`src/rtl/codificador_display_bcd_if.sv`:
```
// codificador_display_bcd_if
// Groups the segment input and the valid/ready result port of the
// 7-segment to BCD encoder.
//   master : the encoder (drives the result, reads the segments and ready)
//   slave  : the consumer/environment (drives the segments and ready)
interface codificador_display_bcd_if;
   logic [6:0] _bcd_display;   // segment lines, bit 0 = a ... bit 6 = g
   logic [3:0] bcd;            // decoded digit, 4'hF on error
   logic       bcd_valid;      // result held in the output register
   logic       bcd_ready;      // consumer accepts the result
   logic       bcd_error;      // accepted pattern is not a legal digit
   logic       overrun;        // sticky: a result was overwritten untransferred

   modport master (
      input  _bcd_display,
      input  bcd_ready,
      output bcd,
      output bcd_valid,
      output bcd_error,
      output overrun
   );

   modport slave (
      output _bcd_display,
      output bcd_ready,
      input  bcd,
      input  bcd_valid,
      input  bcd_error,
      input  overrun
   );
endinterface

```
`src/rtl/codificador_display_bcd.sv`:
```
// codificador_display_bcd
// Converts a 7-segment pattern back into a BCD digit. The segment lines are
// sampled every cycle, a candidate pattern must stay stable for STABLE_CYCLES
// samples before it is accepted, and each newly accepted non-blank pattern
// produces one result in a valid/ready output register.
// Optional feature macro: CODIFICADOR_SYNC_EN adds a two-flop synchronizer
// ahead of the sample register (latency +2 cycles).
module codificador_display_bcd #(
   parameter int STABLE_CYCLES = 4   // legal range 1..15
) (
   input  logic                      clk,
   input  logic                      rst,
   codificador_display_bcd_if.master bus
);

   localparam logic [3:0] STABLE_C = 4'(STABLE_CYCLES);
   localparam logic [6:0] BLANK    = 7'h00;

   // Pattern table; returns {error, digit}. Anything unlisted is an error.
   function automatic logic [4:0] decode_seg(input logic [6:0] seg);
      logic [4:0] res;
      case (seg)
         7'h3F:   res = 5'b0_0000;
         7'h06:   res = 5'b0_0001;
         7'h5B:   res = 5'b0_0010;
         7'h4F:   res = 5'b0_0011;
         7'h66:   res = 5'b0_0100;
         7'h6D:   res = 5'b0_0101;
         7'h7C:   res = 5'b0_0110;
         7'h07:   res = 5'b0_0111;
         7'h7F:   res = 5'b0_1000;
         7'h67:   res = 5'b0_1001;
         default: res = 5'b1_1111;
      endcase
      return res;
   endfunction

   logic [6:0] raw_s;
   logic [6:0] sample_q, sample_d;
   logic [6:0] cand_q,   cand_d;
   logic [6:0] last_q,   last_d;
   logic [3:0] cnt_q,    cnt_d;
   logic [3:0] bcd_q,    bcd_d;
   logic       err_q,    err_d;
   logic       valid_q,  valid_d;
   logic       ovr_q,    ovr_d;
   logic       accept_s;
   logic       result_s;
   logic       xfer_s;
   logic [4:0] decoded_s;

`ifdef CODIFICADOR_SYNC_EN
   logic [6:0] sync1_q;
   logic [6:0] sync2_q;

   // Two-flop synchronizer for segment lines asynchronous to clk.
   always_ff @(posedge clk or posedge rst) begin
      if (rst) begin
         sync1_q <= 7'h00;
         sync2_q <= 7'h00;
      end else begin
         sync1_q <= bus._bcd_display;
         sync2_q <= sync1_q;
      end
   end

   assign raw_s = sync2_q;
`else
   assign raw_s = bus._bcd_display;
`endif

   // Stability filter, acceptance decision and output register next state.
   always_comb begin
      sample_d  = raw_s;
      cand_d    = cand_q;
      cnt_d     = cnt_q;
      last_d    = last_q;
      bcd_d     = bcd_q;
      err_d     = err_q;
      valid_d   = valid_q;
      ovr_d     = ovr_q;
      decoded_s = decode_seg(cand_q);
      xfer_s    = valid_q & bus.bcd_ready;

      // A changed sample restarts the count; a repeat counts up to saturation.
      if (sample_q != cand_q) begin
         cand_d = sample_q;
         cnt_d  = 4'd1;
      end else if (cnt_q < STABLE_C) begin
         cnt_d = cnt_q + 4'd1;
      end else begin
         cnt_d = cnt_q;
      end

      // The counter saturates, so comparing with last_accepted keeps a held
      // pattern from being reported more than once.
      accept_s = (cnt_q == STABLE_C) && (cand_q != last_q);
      result_s = accept_s && (cand_q != BLANK);

      if (accept_s) begin
         last_d = cand_q;
      end else begin
         last_d = last_q;
      end

      // A new result always wins over a same-edge transfer.
      if (result_s) begin
         bcd_d   = decoded_s[3:0];
         err_d   = decoded_s[4];
         valid_d = 1'b1;
         if (valid_q && !bus.bcd_ready) begin
            ovr_d = 1'b1;
         end else begin
            ovr_d = ovr_q;
         end
      end else if (xfer_s) begin
         valid_d = 1'b0;
      end else begin
         valid_d = valid_q;
      end
   end

   // All filter and output state; rst discards any partial count.
   always_ff @(posedge clk or posedge rst) begin
      if (rst) begin
         sample_q <= 7'h00;
         cand_q   <= 7'h00;
         last_q   <= 7'h00;
         cnt_q    <= 4'd0;
         bcd_q    <= 4'd0;
         err_q    <= 1'b0;
         valid_q  <= 1'b0;
         ovr_q    <= 1'b0;
      end else begin
         sample_q <= sample_d;
         cand_q   <= cand_d;
         last_q   <= last_d;
         cnt_q    <= cnt_d;
         bcd_q    <= bcd_d;
         err_q    <= err_d;
         valid_q  <= valid_d;
         ovr_q    <= ovr_d;
      end
   end

   assign bus.bcd       = bcd_q;
   assign bus.bcd_error = err_q;
   assign bus.bcd_valid = valid_q;
   assign bus.overrun   = ovr_q;

endmodule

```
`src/flat_wrapper.sv`:
```
// flat-port wrapper written by rule: the top's interface ports become plain ports
module codificador_display_bcd_flat 
#(
   parameter int STABLE_CYCLES = 4                       
)
  (clk, rst, bus__bcd_display, bus_bcd_ready, bus_bcd, bus_bcd_valid, bus_bcd_error, bus_overrun);
  codificador_display_bcd_if bus_i ();
  input  logic clk;
  input  logic rst;
  input wire logic [$bits(bus_i._bcd_display)-1:0] bus__bcd_display;
  input wire logic [$bits(bus_i.bcd_ready)-1:0] bus_bcd_ready;
  output wire logic [$bits(bus_i.bcd)-1:0] bus_bcd;
  output wire logic [$bits(bus_i.bcd_valid)-1:0] bus_bcd_valid;
  output wire logic [$bits(bus_i.bcd_error)-1:0] bus_bcd_error;
  output wire logic [$bits(bus_i.overrun)-1:0] bus_overrun;
  assign bus_i._bcd_display = bus__bcd_display;
  assign bus_i.bcd_ready = bus_bcd_ready;
  assign bus_bcd = bus_i.bcd;
  assign bus_bcd_valid = bus_i.bcd_valid;
  assign bus_bcd_error = bus_i.bcd_error;
  assign bus_overrun = bus_i.overrun;
  codificador_display_bcd #(.STABLE_CYCLES(STABLE_CYCLES)) u_core (.clk(clk), .rst(rst), .bus(bus_i));
endmodule
```
`config.mk`:
```
export PLATFORM = sky130hd
export DESIGN_NAME = codificador_display_bcd_flat
export DESIGN_NICKNAME = d
export VERILOG_FILES = /design/src/rtl/codificador_display_bcd_if.sv /design/src/rtl/codificador_display_bcd.sv /design/src/flat_wrapper.sv
export SDC_FILE = /design/constraint.sdc
export NUM_CORES = 1
export LEC_CHECK = 0
export CELL_PAD_IN_SITES_DETAIL_PLACEMENT = 1
export CELL_PAD_IN_SITES_GLOBAL_PLACEMENT = 2
export CORE_AREA = 2 2 66 68
export DETAILED_ROUTE_END_ITERATION = 7
export DIE_AREA = 0 0 68 70
export GPL_TIMING_DRIVEN = 0
export PLACE_DENSITY = 0.86
export SYNTH_ARGS = -nofsm -noshare
export SYNTH_HDL_FRONTEND = slang
export SYNTH_SLANG_ARGS = --single-unit
export TNS_END_PERCENT = 10
```
`constraint.sdc`:
```
create_clock -name clk -period 4.2 [get_ports clk]
set_input_delay 1.26 -clock clk [delete_from_list [all_inputs] [get_ports clk]]
set_output_delay 1.26 -clock clk [all_outputs]
set_load 0.02 [all_outputs]
```
## After elaboration in Yosys (flattened, before gate mapping)

Index checks and enable logic that the tools add are counted.

- Register bits: 32
- Input bits: 10
- Output and inout port bits: 7
- Logic and storage cells: 37

- Reductions and logical operators: 8
- Add/sub/neg operators: 1
- Bitwise operators: 1
- Equality and inequality tests: 13
- Mux-type cells: 5
- $lt $le $gt $ge: 1

Operators with widths:

| operator | number |
|---|---|
| 5-bit case mux with 10 select lines | 1 |
| 7-bit == test, second input constant | 7 |
| 7-bit by 3-bit == test with 1-bit output, second input constant | 2 |
| 7-bit != test | 2 |
| 4-bit 2-to-1 mux | 2 |
| 7-bit by 6-bit == test with 1-bit output, second input constant | 1 |
| 7-bit nonzero test | 1 |
| 4-bit by 1-bit adder with 4-bit output, second input constant | 1 |
| 4-bit by 3-bit == test with 1-bit output, second input constant | 1 |
| 4-bit by 3-bit less-than comparator with 1-bit output, second input constant | 1 |
| 2-bit nonzero test | 2 |
| 1-bit logical AND | 3 |
| 1-bit 2-to-1 mux | 2 |
| 2-bit AND reduction | 1 |
| 1-bit bitwise AND | 1 |
| 1-bit zero test | 1 |

## Longest topological paths before layout

Gate-level depths: netlist (run 1).

- Depth after elaboration: 4
- Depth in mapped cells: 7
- Depth with buffers taken out: 7

## Worst setup path before layout (run 1)

Ideal clock, no wire load.

- Path type: reg2out
- Start: register u_core.valid_q (netlist: u_core.bus.bcd_valid)
- End: output bus_bcd_valid
- Arrival: 0.425 ns
- Cell stages (with the launch flop): 1
- Path buffers: 0
- Setup slack: 2.515 ns
- Data required time: 2.940 ns
- Cell sequence: dfrtp_1

RTL lines:

| what | line | text |
|---|---|---|
| from (decl) | codificador_display_bcd.sv:45 | `logic valid_q, valid_d;` |
| from (signal assigned) | codificador_display_bcd.sv:141 | `valid_q <= valid_d;` |
| to (decl) | flat_wrapper.sv:13 | `output wire logic [$bits(bus_i.bcd_valid)-1:0] bus_bcd_valid;` |

No word-level cell between the ends.

## Worst setup path in the final report (run 1)

- Start: register u_core.bcd_q[2] (netlist: u_core.bus.bcd[2])
- End: output bus_bcd[2]

RTL lines:

| what | line | text |
|---|---|---|
| from (decl) | codificador_display_bcd.sv:43 | `logic [3:0] bcd_q, bcd_d;` |
| from (signal assigned) | codificador_display_bcd.sv:130 | `bcd_q <= 4'd0;` |
| from (signal assigned) | codificador_display_bcd.sv:139 | `bcd_q <= bcd_d;` |
| to (decl) | flat_wrapper.sv:12 | `output wire logic [$bits(bus_i.bcd)-1:0] bus_bcd;` |

No word-level cell between the ends.

==> out/qor.yml, run 1 <==
outcome:
  status: "complete, no violations"
floorplanning:
  initial_utilization: 0.3675
  boundaryPins: 17
  num_rows: 24
  dieArea_um2: 4760
  die_y_um: 70
  dieWidth_um: 68
  core_um2: 4144
place:
  dpl_worst_slack_ns: 1.468
  portBuffers: 16
  gp_congestion: 0.6731
  post-dp-hpwl_mm: 2.234
global_routing:
  grt_usage: 0.1559
  grtUsageMet3: 0.04187
  overflow: 0
  grt_use_met2: 0.2740
  top_usage_layer: "met2"
  grt_pass1_wl_mm: 5.533
  grt_max_degree: 33
  grt_pass1_vias: 1207
  grt_use_met1: 0.1707
  antenna_found_initial: 0
drt:
  drt_wl_total_mm: 3.103
  routedWlPerCell_um: 14.30
  drt.antenna.violating_nets: 0
  dr.pass1.iters: 4
  drc: 0
  via_per_inst: 4.945
  dr_total_vias: 1073
  drtIter0Drc: 21
finish:
  final_common_cell: "dfrtp_1"
  area_growth_pct: 23.91
  mostFrequentLayoutCells: "32 x dfrtp_1, 16 x clkdlybuf4s50_1, 12 x xnor2_1, 10 x nand2_1, 8 x nor2_1"
  fill_cells: 464
  antennaDiodeCount: 0
  final_layout_size_suffix_gt1_frac: 0.1455
  nNetsFinal: 176
  final_util: 0.4553
critical_path:
  cp_cell_sequence: "clkdlybuf4s50_1"
  cp-start-kind: "flop"
  cp_num_buf_inv: 1
  r2r-end: "u_core.bus.bcd[3]$_DFFE_PP0P_"
  path_max_fanout: 2
  critical-path-max-stage-delay_ns: 0.60
  rr_worst_depth: 7
  r2r-start: "u_core.cnt_q[0]$_DFFE_PP0P_"
  crit_family: "buffers and inverters"
  end_kind: "primary output"
  slowest_stage: "clkdlybuf4s50_1"
  r2r_slack_ns: 2.56
  cp.required_ns: 2.94
  cp_data_arrival_time_ns: 1.24
  critPathKind: "reg2out"
synth:
  synth_edf_count: 0
  avgSynthCellArea_um2: 10.88
  synthDistinctLibCells: 36
  yosys_warnings: 0
  synth-seq-cells: 32
  syn-num-nets: 152
  synthArstFlopShare: 1.000
  netlist_area_um2: 1523
  syn_inst: 140
  synth_seq_area_share: 0.5259
  synth_top_flop_cell: "dfrtp_1"
power_and_ir_drop:
  p_leak_nw: 0.8540
  power_density_nw_per_um2: 356.3
  total_power_uw: 672.3
  peakVddDrop_mv: 0.2071
clock_network:
  clkSinkCount: 32
  cts_tree: "yes"
  clock_path_buffers: 2
  clk_latency_ns: 0.28
  path_clk_slew_ns: 0.07
  post_cts_resized: 0
  cts_setup_buffers: 0
  cts-root-buf: "clkbuf_8"
  htree_levels: 2
  cts_buffers: 5
  cts_hold_buffers: 0
timing:
  setup_ws_ns: 1.696
  finalSetupTns_ns: 0
  finalHoldViolations: 0
  fmax_mhz: 399.4
  relSlewSlack: 0.7310
  finalSetupViolCount: 0
  drv_slew: 0
  clock-skew-final_ns: 0.003010
  tightest_slew_ns: 0.4008
  finalCritPeriodShare: 0.5961
  rsz0062_at_grt: "false"
  whs_ns: 0.4814
  period_minus_slack_ns: 2.504
run:
  maxCapViolCount: 0
hold_path:
  hp-class: "reg2reg"
  hold_end: "u_core.cand_q[4]$_DFFE_PP0N_"
  min_from: "u_core.sample_q[4]$_DFF_PP0_"
  whs_path_depth: 1
## logic make-up (layout without fill, tap and decap cells)
family / count (synthesis) / after routing / share of synthesized area
AND/OR/NAND/NOR: 40 / 40 / 0.1463
XOR/XNOR: 18 / 18 / 0.1085
multiplexers: 6 / 6 / 0.04437
buffers and inverters: 19 / 44 / 0.06738
adder cells (fa/ha/maj): 2 / 2 / 0.01643
flip-flops: 32 / 32 / 0.5259
AO/OA/AOI/OAI: 23 / 23 / 0.09121
## worst max path at each step
stage | start | endpoint | slack, ns | cells past startpoint
4_1_cts | u_core.bus.bcd[1]$_DFFE_PP0P_ | bus_bcd[1] | 1.69 | 1
6_report | u_core.bus.bcd[2]$_DFFE_PP0P_ | bus_bcd[2] | 1.70 | 1
2_1_floorplan | rst | u_core.bus.bcd[0]$_DFFE_PP0P_ | 2.25 | 1
5_1_grt | u_core.bus.bcd[3]$_DFFE_PP0P_ | bus_bcd[3] | 1.65 | 1
3_5_place_dp | rst | u_core.cnt_q[1]$_DFFE_PP0P_ | 1.47 | 2
3_3_place_gp | rst | u_core.cnt_q[0]$_DFFE_PP0P_ | 1.52 | 2
## synthesized netlist by cell type, types with 2 or more instances
library cell / number / area share
nand3_1: 2 / 0.0066
dfrtp_1: 32 / 0.53
nor3b_1: 2 / 0.0099
nor2_1: 8 / 0.020
xnor2_1: 12 / 0.069
a31oi_1: 4 / 0.016
nand2b_1: 3 / 0.012
a21oi_1: 4 / 0.013
buf_6: 2 / 0.015
nor4_1: 2 / 0.0082
inv_1: 5 / 0.012
nand2_1: 10 / 0.025
mux2_2: 6 / 0.044
o21ai_0: 6 / 0.020
clkbuf_1: 7 / 0.017
ha_1: 2 / 0.016
nand3b_1: 2 / 0.0099
buf_4: 4 / 0.020
xor2_1: 5 / 0.029
o22ai_1: 2 / 0.0082
o21ai_1: 2 / 0.0066
nand4_1: 3 / 0.012
nor3_1: 2 / 0.0066
## routing by layer
layer | share of wire | vias up
met4 | 0.020 | 0
met3 | 0.036 | 5
li1 | - | 511
met2 | 0.54 | 22
met5 | 0 | -
met1 | 0.40 | 535
## per-stage QoR
step | instance area [um2] | instances
final | 1887 | 217
after global routing | 1887 | 217
after CTS | 1859 | 216
after detailed placement | 1748 | 208
after global placement | 1748 | 208
after floorplan | 1523 | 140
## power by group
group	leakage [nW]	switching, mW	internal (mW)
combinational	0.390	0.0300	0.0287
sequential	0.410	0.00517	0.315
clock	0.0541	0.118	0.175
total	0.854	0.153	0.519
## state kept, by name (all words and copies together), names as in the netlist
signal                count
u_core.bus.bcd_error      1
u_core.cand_q             7
u_core.last_q             7
u_core.bus.bcd_valid      1
u_core.cnt_q              4
u_core.bus.overrun        1
u_core.sample_q           7
u_core.bus.bcd            4
## final cells by class
class	instances	area, um2	area share
flip-flops and latches	32	800.8	0.4244
clock inverters	3	42.54	0.02255
repair buffers	17	187.7	0.09947
clock buffers	5	68.82	0.03647
well taps	52	65.06	0.03448
multi-input cells	89	619.3	0.3282
inverters	5	18.77	0.009947
plain buffers	14	83.83	0.04443
Power figures use the tool's default switching activity.
==> run 2, diff against run 1 <==
--- a/config.mk
+++ b/config.mk
@@ -7,11 +7,11 @@
 export LEC_CHECK = 0
 export CELL_PAD_IN_SITES_DETAIL_PLACEMENT = 1
 export CELL_PAD_IN_SITES_GLOBAL_PLACEMENT = 2
-export CORE_AREA = 2 2 66 68
+export CORE_AREA = 2 2 72 74
 export DETAILED_ROUTE_END_ITERATION = 7
-export DIE_AREA = 0 0 68 70
+export DIE_AREA = 0 0 74 76
 export GPL_TIMING_DRIVEN = 0
-export PLACE_DENSITY = 0.86
+export PLACE_DENSITY = 0.77
 export SYNTH_ARGS = -nofsm -noshare
 export SYNTH_HDL_FRONTEND = slang
 export SYNTH_SLANG_ARGS = --single-unit
==> constraint.sdc (replaced) <==
create_clock -name clk -period 2.2 [get_ports clk]
set_input_delay 0.66 -clock clk [delete_from_list [all_inputs] [get_ports clk]]
set_output_delay 0.66 -clock clk [all_outputs]
set_load 0.02 [all_outputs]
==> run 2 against run 1 <==
  * Combinational power rose by 89%
  * Worst hold slack got worse by 0.0080 ns
  * Global-route usage fell by 3.0 points
  * Clock skew barely moved
  * Core utilization fell by 6.7 points
  * Clock-buffer cell count rose by 1
  * Wire length fell by 1.9%
  * Total power rose by 89%
  * Sequential power rose by 91%
  * Sequential cell count did not move
==> out/qor.yml, run 2 (synthesized netlist as in run 1, its figures left out) <==
floorplanning:
  dieArea_um2: 5624
  die_y_um: 76
  num_rows: 26
  core_um2: 4912
  initial_utilization: 0.3100
  boundaryPins: 17
  dieWidth_um: 74
timing:
  relSlewSlack: 0.6202
  setup_ws_ns: 0.3104
  drv_slew: 0
  period_minus_slack_ns: 1.890
  finalHoldViolations: 0
  finalCritPeriodShare: 0.8589
  finalSetupViolCount: 0
  finalSetupTns_ns: 0
  rsz0062_at_grt: "false"
  tightest_slew_ns: 0.5691
  clock-skew-final_ns: 0.002945
  fmax_mhz: 529.2
critical_path:
  critical-path-max-stage-delay_ns: 0.60
  rr_worst_depth: 7
  path_max_fanout: 2
  cp_num_buf_inv: 1
  cp_data_arrival_time_ns: 1.23
  crit_cells: 1
  crit_family: "buffers and inverters"
  slowest_stage: "clkdlybuf4s50_1"
  critPathKind: "reg2out"
  cp_cell_sequence: "clkdlybuf4s50_1"
  end_kind: "primary output"
  cp-start-kind: "flop"
  cp.required_ns: 1.54
drt:
  drt.antenna.violating_nets: 0
  drc: 0
  drt_wl_total_mm: 3.044
  dr.pass1.iters: 4
  dr_total_vias: 1059
  via_per_inst: 4.506
  drtIter0Drc: 26
  routedWlPerCell_um: 12.95
finish:
  reg.largest.list: "u_core.cand_q x7, u_core.last_q x7, u_core.sample_q x7"
  nNetsFinal: 176
  area_growth_pct: 25.14
  final_common_cell: "dfrtp_1"
  final_layout_size_suffix_gt1_frac: 0.1394
  final_util: 0.3879
  fin_area_um2: 1906
  mostFrequentLayoutCells: "32 x dfrtp_1, 16 x clkdlybuf4s50_1, 12 x xnor2_1, 10 x nand2_1"
  antennaDiodeCount: 0
outcome:
  status: "complete, no violations"
place:
  portBuffers: 16
  dpl_cell_area_um2: 1770
  dpl_worst_slack_ns: 0.04390
  post-dp-hpwl_mm: 2.254
  gp_congestion: 0.7480
power_and_ir_drop:
  peakVddDrop_mv: 0.4827
  power_density_nw_per_um2: 665.9
  p_leak_nw: 0.8550
clock_network:
  clk_latency_ns: 0.28
  cts_hold_buffers: 0
  cts_buffers: 5
  cts_setup_buffers: 0
  clkSinkCount: 32
  clock_path_buffers: 2
  path_clk_slew_ns: 0.07
  htree_levels: 2
  post_cts_resized: 0
  cts_tree: "yes"
  cts-root-buf: "clkbuf_8"
global_routing:
  grt_usage: 0.1257
  grt_pass1_wl_mm: 5.319
  grt_max_degree: 33
  overflow: 0
  antenna_found_initial: 0
  grt_pass1_vias: 1154
run:
  maxCapViolCount: 0
hold_path:
  hp-class: "reg2reg"
  whs_path_depth: 1
## run 2: layer usage
layer	global-route usage	up-vias	share of wire	wire length (um)
li1	-	520	-	-
met1	0.1414	516	0.43	1299
met2	0.2125	19	0.52	1586
met3	0.03968	4	0.038	116
met4	0.05636	0	0.014	42
met5	0	-	0	0
## run 2: final cells by class
| class | instances | area (um2) |
|---|---|---|
| sequential | 32 | 800.8 |
| buffer | 14 | 83.83 |
| clock inverter | 2 | 35.03 |
| fill | 553 | 3007 |
| inverter | 5 | 18.77 |
| clock buffer | 6 | 72.57 |
| timing repair buffer | 17 | 187.7 |
| multi-input combinational | 89 | 619.3 |
| tap | 70 | 87.58 |
## run 2: final timing paths
kind                                                        from                             to  slack (ns)
min in group asynchronous                                    rst   u_core.cand_q[6]$_DFFE_PP0N_        0.74
worst min-delay path                u_core.sample_q[4]$_DFF_PP0_   u_core.cand_q[4]$_DFFE_PP0N_        0.47
worst max register to register       u_core.cnt_q[0]$_DFFE_PP0P_  u_core.bus.bcd[2]$_DFFE_PP0P_        0.57
worst min register to register      u_core.sample_q[4]$_DFF_PP0_   u_core.cand_q[4]$_DFFE_PP0N_        0.47
worst max-delay path            u_core.bus.bcd_valid$_DFFE_PP0P_                  bus_bcd_valid        0.31
max in group asynchronous                                    rst   u_core.last_q[0]$_DFFE_PP0P_        0.97
## run 2: stage by stage
| step | instances | power [mW] | hold slack (ns) |
|---|---|---|---|
| after floorplan | 140 | 0.6938 | 0.4481 |
| after global routing | 235 | 1.333 | 0.5062 |
| after CTS | 234 | 1.286 | 0.4830 |
| after detailed placement | 226 | 0.7301 | 0.4674 |
| after global placement | 226 | 0.7246 | 0.4577 |
| final | 235 | 1.269 | 0.4734 |
## run 2: where the power goes
group	internal [mW]	leakage, nW	switching [mW]
Sequential	0.602	0.410	0.00975
Combinational	0.0547	0.390	0.0563
Clock	0.336	0.0552	0.210
